## config.mk

```make
export PLATFORM = sky130hd
export DESIGN_NAME = cmd_frame_tx_flat
export DESIGN_NICKNAME = d
export VERILOG_FILES = /design/src/rtl/cmd_frame_tx_if.sv /design/src/rtl/cmd_frame_tx.sv /design/src/flat_wrapper.sv
export SDC_FILE = /design/constraint.sdc
export NUM_CORES = 1
export LEC_CHECK = 0
export ABC_AREA = 1
export CAP_MARGIN = 30
export CORE_ASPECT_RATIO = 1.1
export CORE_MARGIN = 4
export CORE_UTILIZATION = 35
export CTS_CLUSTER_DIAMETER = 200
export DETAILED_ROUTE_END_ITERATION = 10
export GPL_TIMING_DRIVEN = 0
export PLACE_DENSITY_LB_ADDON = 0.1
export SLEW_MARGIN = 10
export SYNTH_ARGS = -nofsm -noshare
export SYNTH_HDL_FRONTEND = slang
export SYNTH_SLANG_ARGS = --single-unit
```

## constraint.sdc

```tcl
create_clock -name clk -period 1.6 [get_ports clk]
set_input_delay 0.16 -clock clk [delete_from_list [all_inputs] [get_ports clk]]
set_output_delay 0.16 -clock clk [all_outputs]
set_load 0.005 [all_outputs]
```

## src/rtl/cmd_frame_tx_if.sv

```systemverilog
`default_nettype none
// ============================================================================
// Module   : cmd_frame_tx_if
// Brief    : Supervisor/TX-FIFO side signals of the command-frame transmitter.
// Revision : 1.0
// ============================================================================
`ifndef UART_FIFO_COUNTER_W
`define UART_FIFO_COUNTER_W 5
`endif

interface cmd_frame_tx_if;
   logic                              send;
   logic [7:0]                        dest;
   logic [7:0]                        code;
   logic [`UART_FIFO_COUNTER_W-1:0]   tf_counter;
   logic                              tf_push;
   logic [7:0]                        tdr;
   logic                              busy;
   logic                              done;
   logic                              err;

   modport master (
      output send, dest, code, tf_counter,
      input  tf_push, tdr, busy, done, err
   );

   modport slave (
      input  send, dest, code, tf_counter,
      output tf_push, tdr, busy, done, err
   );
endinterface

`default_nettype wire

```

## src/rtl/cmd_frame_tx.sv

```systemverilog
`default_nettype none
// ============================================================================
// Module   : cmd_frame_tx
// Brief    : Builds EB 90 SRC DEST CODE CHK 09 D7 and pushes it into the TX FIFO.
// Revision : 1.0
// ============================================================================
`ifndef UART_FIFO_COUNTER_W
`define UART_FIFO_COUNTER_W 5
`endif

module cmd_frame_tx #(
   parameter logic [7:0] SRC_ID     = 8'h5A,
   parameter int         FIFO_DEPTH = 16,
   parameter int         PUSH_GAP   = 2,
   parameter int         TO_CYCLES  = 640
) (
   input  logic          clk,
   input  logic          rst_n,
   cmd_frame_tx_if.slave bus
);

   localparam int c_cnt_w = `UART_FIFO_COUNTER_W;
   localparam int c_to_w  = $clog2(TO_CYCLES + 1);
   localparam int c_gap_w = (PUSH_GAP > 1) ? $clog2(PUSH_GAP) : 1;

   localparam logic [c_cnt_w-1:0] c_depth    = c_cnt_w'(FIFO_DEPTH);
   localparam logic [c_to_w-1:0]  c_to_last  = c_to_w'(TO_CYCLES - 1);
   localparam logic [c_gap_w-1:0] c_gap_last = c_gap_w'((PUSH_GAP > 0) ? PUSH_GAP - 1 : 0);
   localparam logic [3:0]         c_last_idx = 4'd8;

   typedef enum logic [1:0] {
      S_IDLE = 2'd0,
      S_PUSH = 2'd1,
      S_GAP  = 2'd2,
      S_DONE = 2'd3
   } state_t;

   state_t               r_state,   w_state_nxt;
   logic [3:0]           r_idx,     w_idx_nxt;
   logic [c_to_w-1:0]    r_to_cnt,  w_to_cnt_nxt;
   logic [c_gap_w-1:0]   r_gap_cnt, w_gap_cnt_nxt;
   logic [7:0]           r_dest,    w_dest_nxt;
   logic [7:0]           r_code,    w_code_nxt;
   logic [7:0]           r_chk,     w_chk_nxt;
   logic                 r_push,    w_push_nxt;
   logic [7:0]           r_tdr,     w_tdr_nxt;
   logic                 r_busy,    w_busy_nxt;
   logic                 r_done,    w_done_nxt;
   logic                 r_err,     w_err_nxt;

   logic [7:0]           w_byte;
   logic                 w_space;
   logic [7:0]           w_chk_new;

   assign w_space   = (bus.tf_counter < c_depth);
   // Negated sum so that SRC+DEST+CODE+CHK wraps to zero.
   assign w_chk_new = 8'h00 - (SRC_ID + bus.dest + bus.code);

   always_comb begin
      w_byte = 8'h00;
      case (r_idx)
         4'd0:    w_byte = 8'hEB;
         4'd1:    w_byte = 8'h90;
         4'd2:    w_byte = SRC_ID;
         4'd3:    w_byte = r_dest;
         4'd4:    w_byte = r_code;
         4'd5:    w_byte = r_chk;
         4'd6:    w_byte = 8'h09;
         4'd7:    w_byte = 8'hD7;
         default: w_byte = 8'h00;
      endcase
   end

   always_comb begin
      w_state_nxt   = r_state;
      w_idx_nxt     = r_idx;
      w_to_cnt_nxt  = r_to_cnt;
      w_gap_cnt_nxt = r_gap_cnt;
      w_dest_nxt    = r_dest;
      w_code_nxt    = r_code;
      w_chk_nxt     = r_chk;
      w_push_nxt    = 1'b0;
      w_tdr_nxt     = r_tdr;
      w_done_nxt    = 1'b0;
      w_err_nxt     = 1'b0;
      // Busy trails the state by one cycle so the done/err cycle still rejects send.
      w_busy_nxt    = (r_state != S_IDLE);

      unique case (r_state)
         S_IDLE: begin
            if (bus.send && !r_busy) begin
               w_dest_nxt   = bus.dest;
               w_code_nxt   = bus.code;
               w_chk_nxt    = w_chk_new;
               w_idx_nxt    = 4'd0;
               w_to_cnt_nxt = '0;
               w_busy_nxt   = 1'b1;
               w_state_nxt  = S_PUSH;
            end
         end
         S_PUSH: begin
            if (w_space) begin
               w_push_nxt    = 1'b1;
               w_tdr_nxt     = w_byte;
               w_idx_nxt     = r_idx + 4'd1;
               w_to_cnt_nxt  = '0;
               w_gap_cnt_nxt = '0;
               w_state_nxt   = S_GAP;
            end else if (r_to_cnt == c_to_last) begin
               w_err_nxt    = 1'b1;
               w_to_cnt_nxt = '0;
               w_state_nxt  = S_IDLE;
            end else begin
               w_to_cnt_nxt = r_to_cnt + 1'b1;
            end
         end
         S_GAP: begin
            w_gap_cnt_nxt = r_gap_cnt + 1'b1;
            if (r_gap_cnt == c_gap_last) begin
               w_state_nxt = (r_idx == c_last_idx) ? S_DONE : S_PUSH;
            end
         end
         S_DONE: begin
            w_done_nxt  = 1'b1;
            w_state_nxt = S_IDLE;
         end
         default: w_state_nxt = S_IDLE;
      endcase
   end

   always_ff @(posedge clk) begin
      if (!rst_n) begin
         r_state   <= S_IDLE;
         r_idx     <= 4'd0;
         r_to_cnt  <= '0;
         r_gap_cnt <= '0;
         r_dest    <= 8'h00;
         r_code    <= 8'h00;
         r_chk     <= 8'h00;
         r_push    <= 1'b0;
         r_tdr     <= 8'h00;
         r_busy    <= 1'b0;
         r_done    <= 1'b0;
         r_err     <= 1'b0;
      end else begin
         r_state   <= w_state_nxt;
         r_idx     <= w_idx_nxt;
         r_to_cnt  <= w_to_cnt_nxt;
         r_gap_cnt <= w_gap_cnt_nxt;
         r_dest    <= w_dest_nxt;
         r_code    <= w_code_nxt;
         r_chk     <= w_chk_nxt;
         r_push    <= w_push_nxt;
         r_tdr     <= w_tdr_nxt;
         r_busy    <= w_busy_nxt;
         r_done    <= w_done_nxt;
         r_err     <= w_err_nxt;
      end
   end

   assign bus.tf_push = r_push;
   assign bus.tdr     = r_tdr;
   assign bus.busy    = r_busy;
   assign bus.done    = r_done;
   assign bus.err     = r_err;

endmodule

`default_nettype wire

```

## src/flat_wrapper.sv

```systemverilog
// flat-port wrapper written by rule: the top's interface ports become plain ports
module cmd_frame_tx_flat 
#(
   parameter logic [7:0] SRC_ID     = 8'h5A,
   parameter int         FIFO_DEPTH = 16,
   parameter int         PUSH_GAP   = 2,
   parameter int         TO_CYCLES  = 640
)
  (clk, rst_n, bus_send, bus_dest, bus_code, bus_tf_counter, bus_tf_push, bus_tdr, bus_busy, bus_done, bus_err);
  cmd_frame_tx_if bus_i ();
  input  logic clk;
  input  logic rst_n;
  input wire logic [$bits(bus_i.send)-1:0] bus_send;
  input wire logic [$bits(bus_i.dest)-1:0] bus_dest;
  input wire logic [$bits(bus_i.code)-1:0] bus_code;
  input wire logic [$bits(bus_i.tf_counter)-1:0] bus_tf_counter;
  output wire logic [$bits(bus_i.tf_push)-1:0] bus_tf_push;
  output wire logic [$bits(bus_i.tdr)-1:0] bus_tdr;
  output wire logic [$bits(bus_i.busy)-1:0] bus_busy;
  output wire logic [$bits(bus_i.done)-1:0] bus_done;
  output wire logic [$bits(bus_i.err)-1:0] bus_err;
  assign bus_i.send = bus_send;
  assign bus_i.dest = bus_dest;
  assign bus_i.code = bus_code;
  assign bus_i.tf_counter = bus_tf_counter;
  assign bus_tf_push = bus_i.tf_push;
  assign bus_tdr = bus_i.tdr;
  assign bus_busy = bus_i.busy;
  assign bus_done = bus_i.done;
  assign bus_err = bus_i.err;
  cmd_frame_tx #(.SRC_ID(SRC_ID), .FIFO_DEPTH(FIFO_DEPTH), .PUSH_GAP(PUSH_GAP), .TO_CYCLES(TO_CYCLES)) u_core (.clk(clk), .rst_n(rst_n), .bus(bus_i));
endmodule
```

Yosys cells after proc, flatten, opt, wreduce, memory -nomap -nowiden
Index checks and enable logic that the tools add are counted.
{"block": "word_totals", "regBits": 53, "input_bits": 24, "word_cells": 73}
{"block": "op_classes", "eq_ne": 16, "n_addsub": 6, "n_bitwise": 2, "magnitude_cmp": 1, "n_reduce_logical": 15, "n_mux": 21}
{"op": "case mux 8 bit (8 select lines)", "n": 1}
{"op": "two-way mux 10 bit", "n": 3}
{"op": "case mux 10 bit (2 select lines)", "n": 1}
{"op": "equality test 4 x 3 -> 1 bit, second input constant", "n": 4}
{"op": "adder 10 x 1 -> 10 bit, second input constant", "n": 1}
{"op": "equality test 10 bit, second input constant", "n": 1}
{"op": "two-way mux 2 bit", "n": 5}
{"op": "AND reduction 2 bit", "n": 5}
{"op": "adder 7 x 8 -> 8 bit, first input constant", "n": 1}
{"op": "adder 8 bit", "n": 1}
{"op": "equality test 4 x 2 -> 1 bit, second input constant", "n": 2}
{"op": "two-way mux 4 bit", "n": 2}
{"op": "case mux 2 bit (4 select lines)", "n": 1}
{"op": "case mux 4 bit (2 select lines)", "n": 1}
{"op": "subtractor 1 x 8 -> 8 bit, first input constant", "n": 1}
{"op": "two-way mux 1 bit", "n": 6}
{"op": "!= test 2 x 1 -> 1 bit, second input constant", "n": 3}
{"op": "AND reduction 3 bit", "n": 2}
{"op": "nonzero test 2 bit", "n": 3}
{"op": "less-than comparator 5 bit, second input constant", "n": 1}
{"op": "adder 4 x 1 -> 4 bit, second input constant", "n": 1}
{"op": "equality test 2 bit, second input constant", "n": 2}
{"op": "equality test 4 x 1 -> 1 bit, second input constant", "n": 1}
{"op": "equality test 4 bit, second input constant", "n": 1}
{"op": "10 further kinds", "n": 11}

Depth between registers and ports, before layout
Gate-level depths: netlist of the first run.
{"block": "logic_depth", "ltp_word": 4, "mapped_depth": 12, "ltp_nobuf": 12}

Worst setup path after synthesis of the first run
No wires, ideal clock.
{"block": "synth_path", "path_type": "input to register", "from": "input bus_code[1]", "to": "register u_core.r_chk[5]", "n_path_buf": 0, "slack_ns": 0.037, "cell_stages": 11, "arrival_time_ns": 1.454, "setup_ns": 0.109, "path_cell_list": "inv_1 -> ha_1 -> ha_1 -> inv_1 -> fa_1 -> inv_1 -> a21oi_1 -> xor2_1 -> nand2_1 -> nand2_1 -> inv_1"}
{"block": "synth_via", "elab_chain_len": 2}
{"item": "start, declared", "line": "flat_wrapper.sv:15", "source": "input wire logic [$bits(bus_i.code)-1:0] bus_code;"}
{"item": "adder 8 bit", "line": "cmd_frame_tx.sv:57", "source": "assign w_chk_new = 8'h00 - (SRC_ID + bus.dest + bus.code);"}
{"item": "subtractor 1 x 8 -> 8 bit", "line": "cmd_frame_tx.sv:57"}
{"item": "end signal, assigned", "line": "cmd_frame_tx.sv:152", "source": "r_chk <= w_chk_nxt;"}
{"item": "end, declared", "line": "cmd_frame_tx.sv:44", "source": "logic [7:0] r_chk, w_chk_nxt;"}
Every way passes these cells.
A chain may end at the register's enable or synchronous reset.

Worst setup path in the final report of the first run
{"block": "layout_path", "from": "input bus_dest[6]", "to": "register u_core.r_chk[7]"}
{"block": "layout_via", "elab_chain_len": 3}
{"item": "start, declared", "line": "flat_wrapper.sv:14", "source": "input wire logic [$bits(bus_i.dest)-1:0] bus_dest;"}
{"item": "adder 7 x 8 -> 8 bit", "line": "cmd_frame_tx.sv:57"}
{"item": "adder 8 bit", "line": "cmd_frame_tx.sv:57"}
{"item": "subtractor 1 x 8 -> 8 bit", "line": "cmd_frame_tx.sv:57"}
Every way passes these cells.

==> results of run 1 <==
==> power breakdown <==
part           total (uW)  internal [uW]  switching, uW  leakage, uW
registers            1790           1610            174     0.000434
logic                1610            650            958      0.00114
clock network         785            343            442    0.0000433
total                4180           2600           1570      0.00162
==> placed cells by master, fill, tap and decap left out, types with 4 or more instances in the layout <==
| master | n |
|---|---|
| nor2_1 | 41 |
| nand4_1 | 8 |
| nor2_4 | 4 |
| inv_1 | 47 |
| nand3_1 | 23 |
| a21oi_2 | 4 |
| xor2_1 | 7 |
| ha_4 | 11 |
| clkdlybuf4s50_1 | 18 |
| nand2_2 | 7 |
| nand2_1 | 92 |
| clkbuf_8 | 6 |
| buf_2 | 4 |
| ha_1 | 4 |
| buf_4 | 7 |
| dlygate4sd2_1 | 6 |
| dlymetal6s2s_1 | 6 |
| o21ai_0 | 31 |
| dfxtp_1 | 51 |
| a21oi_1 | 31 |
| inv_2 | 20 |
| nor3_1 | 7 |
==> kinds of logic after synthesis <==
| family | share of synthesized area |
|---|---|
| AOI/OAI and AO/OA | 0.122 |
| xor gates and xnor gates | 0.0211 |
| adders and majority gates | 0.0842 |
| buffers and inverters | 0.113 |
| and+or+nand+nor | 0.295 |
| DFF | 0.364 |
==> area by class of cell <==
type,count,area share
multi-input combinational,288,0.465
sequential,53,0.290
timing repair buffer,35,0.0941
inverter,68,0.0696
tap,108,0.0368
clock buffer,6,0.0225
buffer,11,0.0198
clock inverter,1,0.00205
==> final timing paths <==
path                   startpoint                end  slack [ns]  cells after the start
setup / recovery      bus_dest[6]    u_core.r_chk[7]        0.10                     12
hold / removal        bus_code[4]   u_core.r_code[4]        0.18                      3
setup reg to reg  u_core.r_idx[0]  u_core.bus.tdr[1]        0.13                     10
hold reg to reg   u_core.r_chk[1]    u_core.r_chk[1]        0.47                      2
==> cells in the mapped netlist (all sizes together), types with 2 or more instances <==
| master | instances | share of area |
|---|---|---|
| nand4 | 8 | 0.017 |
| xor2 | 7 | 0.021 |
| nor3 | 7 | 0.012 |
| nor2 | 47 | 0.071 |
| nand3 | 26 | 0.046 |
| o211ai | 2 | 0.0052 |
| dfxtp | 53 | 0.36 |
| buf | 9 | 0.022 |
| o21ai | 31 | 0.053 |
| nand2 | 102 | 0.14 |
| ha | 18 | 0.077 |
| a21oi | 35 | 0.061 |
| clkbuf | 2 | 0.0026 |
| inv | 67 | 0.086 |
==> what timing repair did <==
action,in CTS,in global routing
endpoints found under the hold margin,0,0
setup buffers,3,2
endpoints found under the setup margin,6,19
resized for setup,31,25
cloned,0,0
pin swaps,7,4
==> per-layer routing <==
metal  track usage  vias up  share of wire
met5             0        -              0
met4        0.0423        0          0.014
met3        0.0283       10          0.034
met2         0.235       34           0.46
met1         0.208     1253           0.50
li1              -     1413              -
==> registers in the layout, indices dropped and copies added (netlist names) <==
signal and flops:
u_core.r_to_cnt 10, u_core.bus.busy 1, u_core.bus.done 1, u_core.r_dest 8
u_core.r_state 2, u_core.r_code 8, u_core.r_idx 4, u_core.r_gap_cnt 1
u_core.bus.tf_push 1, u_core.bus.err 1, u_core.bus.tdr 8, u_core.r_chk 8
==> worst reg2reg max path: stages (launching register included) <==
cell     delay [ns]
dfxtp_1        0.36
inv_1          0.12
ha_2           0.26
inv_1          0.10
nor2_4         0.18
nand2_1        0.07
nand2_1        0.06
inv_1          0.04
nand2_1        0.05
nand2_1        0.05
a21oi_1        0.12
==> stage by stage <==
| step | TNS [ns] | cells | hold slack [ns] |
|---|---|---|---|
| after floorplan | 0 | 420 | 0.307 |
| after global placement | -3.47 | 558 | 0.451 |
| after detailed placement | -3.53 | 558 | 0.452 |
| after CTS | 0 | 568 | 0.188 |
| after global routing | 0 | 570 | 0.191 |
| final | 0 | 570 | 0.176 |
==> results_dict.tcl, run 1 <==
set metrics [dict create \
    synth_warnings 0 \
    powerDensity_nw_per_um2 1140 \
    critPathLaunchType "input port" \
    postPlaceCellArea_sq_um 3350 \
    cts_root_buf "clkbuf_8" \
    cts_num_sinks 53 \
    max_freq_ghz 0.667 \
    design_area_sq_um 3670 \
    nets 505 \
    timing_worst_setup_path_type "input port to flip-flop" \
    syn_nets 463 \
    grt_pass1_vias 2564 \
    die_y_um 104 \
    critPathBufInv 4 \
    synth_cell_types 31 \
    syn_area_sq_um 2910 \
    synth-seq-cells 53 \
    initial_core_util 0.364 \
    end_kind "flip-flop" \
    route.detailed.drc 0 \
    cp_slowest_cell "clkdlybuf4s50_1" \
    leakage_uw 0.00162 \
    async_reset_ff_frac 0 \
    worst_ep_arrival_time_ns 1.72 \
    syn_avg_cell_area_sq_um 6.93 \
    seqCellArea_sq_um 1060 \
    drv_slew 0 \
    worst_slack_ns 0.100 \
    slew_headroom 0.690 \
    antennaDiodeCount 0 \
    overflow 0 \
    worst_path_most_repeated_cell "nand2_1" \
    globalplace.congestion 0.791 \
    finClkSkew_ns 0.0126 \
    clkLatencyLatePin_ns 0.31 \
    die_area_sq_um 9840 \
    outcome "completed" \
    maxCapViolCount 0 \
    vias 2710 \
    clockBufferDepth 2 \
    antenna_found_initial 0 \
    holdBufCountCts 0 \
    portBuffers 30 \
    setup_viol_count_final 0 \
    cts_buffers 5 \
    die_w_um 95.0 \
    final_layout_size_suffix_gt1_frac 0.173 \
    grt_usage 0.150 \
    detailedRoute.firstPassIterationCount 5 \
    num_io_pins 36 \
    finalPower_uw 4180 \
    multiInputGateArea_sq_um 1710 \
    drtAntennaViolNets 0 \
    routed_wl_um 7180 \
    num_rows 34 \
    finish.utilization 0.459 \
    core-area_sq_um 8000 \
    fin_crit_ns 1.50 \
    grt_pass1_wl_um 12000 \
    critPathMaxFanout 4 \
    rsz0062_at_grt "false" \
    synth_edf_count 0 \
    synth_cells 420 \
    finalCritPeriodShare 0.937 \
    fill_cells 883 \
    hpwl_um 5400 \
    h-tree-depth 2 \
    required_ns 1.82 \
    ys_seq_area_frac 0.364 \
    tritoncts "built" \
    synth_top_flop_cell "dfxtp_1" \
    grt_max_degree 16 \
    ir_drop_v 0.000558 \
    vias_per_cell 4.75 \
    wl_per_cell_um 12.6 \
    holdCritPathClass "input port to flip-flop" \
    slowest_delay_ns 0.45 \
    clk_pin_slew_ns 0.10 \
    place_ws_ns -0.705 \
    worst_pin_slew_ns 0.465 \
    cpLargestDelayFamily "buffers and inverters" \
    path_cells "clkdlybuf4s50_1 > inv_1 > ha_4 > ha_4 > nand2_1 > inv_1 > nand2_1 > nand2_1 > nand3b_1 > nand3_2 > nand2_1 > inv_1" \
    area_growth_pct 26.0 \
    hold_viol 0 \
    drt_iter0_drc 110 \
]
No activity file was read; power rests on OpenSTA's default activity.
==> run 2: changes to the inputs <==
--- a/config.mk
+++ b/config.mk
@@ -13,6 +13,7 @@
 export CTS_CLUSTER_DIAMETER = 200
 export DETAILED_ROUTE_END_ITERATION = 10
 export GPL_TIMING_DRIVEN = 0
+export HOLD_SLACK_MARGIN = 0.02
 export PLACE_DENSITY_LB_ADDON = 0.1
 export SLEW_MARGIN = 10
 export SYNTH_ARGS = -nofsm -noshare
==> constraint.sdc (replaced) <==
create_clock -name clk -period 1.6 [get_ports clk]
set_input_delay 0.32 -clock clk [delete_from_list [all_inputs] [get_ports clk]]
set_output_delay 0.32 -clock clk [all_outputs]
set_load 0.005 [all_outputs]
==> run 2 against run 1 <==
  * Cell count increased by 0.53%
  * Die area unchanged
  * First-iteration DRC count rose by 20%
  * Clock skew shrank 0.0050 ns
  * Maximum frequency shrank 2.9%
  * Sequential share of layout area is 0.20 points lower
  * Wire length fell by 1.4%
  * Highest routed layer unchanged
==> results_dict.tcl, run 2 (same netlist as run 1, synthesis figures left out) <==
set metrics [dict create \
    timing_worst_setup_path_type "input port to flip-flop" \
    globalplace.congestion 0.834 \
    fill_cells 867 \
    vias_per_cell 4.63 \
    nets 508 \
    die_w_um 95.0 \
    num_io_pins 36 \
    fin_crit_ns 1.55 \
    final_layout_size_suffix_gt1_frac 0.198 \
    finClkSkew_ns 0.00760 \
    holdCritPathClass "input port to flip-flop" \
    tritoncts "built" \
    route.detailed.drc 0 \
    hpwl_um 5350 \
    drt_iter0_drc 132 \
    critPathBufInv 5 \
    slowest_delay_ns 0.37 \
    holdBufCountCts 0 \
    leakage_uw 0.00159 \
    largest_register "u_core.r_to_cnt" \
    powerDensity_nw_per_um2 1130 \
    antennaDiodeCount 0 \
    ir_drop_v 0.000708 \
    setup_viol_count_final 0 \
    initial_core_util 0.364 \
    routed_wl_um 7080 \
    h-tree-depth 2 \
    portBuffers 30 \
    maxCapViolCount 0 \
    cpLargestDelayFamily "adder cells" \
    drtAntennaViolNets 0 \
    slew_headroom 0.679 \
    outcome "completed" \
    worst_pin_slew_ns 0.482 \
    end_kind "flip-flop" \
    worst_ep_arrival_time_ns 1.75 \
    critPathLaunchType "input port" \
    finalCritPeriodShare 0.966 \
    grt_max_degree 16 \
    mostFrequentLayoutCells "nand2_1, dfxtp_1, inv_1" \
    overflow 0 \
    grt_usage 0.149 \
    die_area_sq_um 9840 \
    final_common_cell "nand2_1" \
    num_rows 34 \
    grt_util_met1 0.208 \
    busiest_layer "met2" \
    max_freq_ghz 0.647 \
    cts_root_buf "clkbuf_8" \
    required_ns 1.80 \
    cts_num_sinks 53 \
    drv_slew 0 \
    clk_pin_slew_ns 0.09 \
    critPathMaxFanout 2 \
    largest_register_ffs 10 \
    antenna_found_initial 0 \
    core-area_sq_um 8000 \
    use_met2 0.232 \
    path_cells "clkbuf_4 > inv_12 > ha_4 > ha_4 > inv_2 > fa_2 > inv_2 > a21oi_2 > xor2_1 > nand2_1 > nand2_1 > inv_1" \
    wl_per_cell_um 12.4 \
    rsz0062_at_grt "true" \
    clkLatencyLatePin_ns 0.30 \
    vias 2654 \
    area_growth_pct 26.9 \
    holdWs_ns 0.294 \
    finish.utilization 0.462 \
    cts_buffers 5 \
    hold_viol 0 \
    finalPower_uw 4190 \
    grt_pass1_vias 2562 \
    cp_slowest_cell "fa_2" \
    grt_use_met3 0.0261 \
    clockBufferDepth 2 \
    grt_pass1_wl_um 12000 \
    die_y_um 104 \
    detailedRoute.firstPassIterationCount 4 \
]
run 2: cell count changes in the layout (fill, tap and decap cells not counted), sizes merged:
cell           before  now
dlygate4sd2         6    9
dlymetal6s2s        6    0
clkbuf              8    9
buf                14   18
clkdlybuf4s15       0    3
clkdlybuf4s50      18   16
run 2: path summary, 6_finish.rpt:
path	endpoint	start	depth (start not counted)	slack (ns)
hold reg to reg	u_core.bus.tdr[3]	u_core.bus.tdr[3]	2	0.47
hold / removal	u_core.r_dest[1]	bus_dest[1]	3	0.29
setup reg to reg	u_core.bus.tdr[5]	u_core.r_idx[1]	8	0.13
setup / recovery	u_core.r_chk[5]	bus_code[1]	12	0.05
run 2: metrics by stage:
| step | setup TNS, ns | cells | instance area, sq um | worst slack (ns) |
|---|---|---|---|---|
| detailed placement | -7.79 | 558 | 3400 | -0.767 |
| finish | 0 | 573 | 3690 | 0.0550 |
| global placement | -7.57 | 558 | 3400 | -0.767 |
| floorplan | -0.00419 | 420 | 2970 | -0.00419 |
| global route | -0.00133 | 573 | 3690 | -0.00133 |
| CTS | 0 | 569 | 3610 | 0.00719 |
run 2: area by class of cell:
class / instances / area (sq um) / share of cell area
multi-input combinational: 288 / 1720 / 0.464
sequential: 53 / 1060 / 0.288
timing repair buffer: 38 / 342 / 0.0925
inverter: 68 / 275 / 0.0745
tap: 108 / 135 / 0.0366
clock buffer: 6 / 82.6 / 0.0224
buffer: 11 / 72.6 / 0.0196
clock inverter: 1 / 7.51 / 0.00203
run 2: power breakdown:
part / switching, uW / internal [uW]
clock network: 436 / 343
logic: 966 / 660
registers: 172 / 1610
total: 1570 / 2610
run 2: worst min-delay path, stage by stage:
cell and delay [ns]:
buf_2 0.12, inv_6 0.06, a21oi_1 0.05
run 2: routing by layer:
layer	routed length, um	vias to the layer above	share of wire
met4	140	0	0.020
met1	3550	1178	0.50
li1	-	1417	-
met5	0	-	0
met3	214	12	0.030
met2	3180	47	0.45
run 2: timing repair:
item | in CTS | in global routing
setup buffers | 4 | 4
endpoints found under the setup margin | 6 | 22
pin swaps | 11 | 14
gates resized for setup | 47 | 20
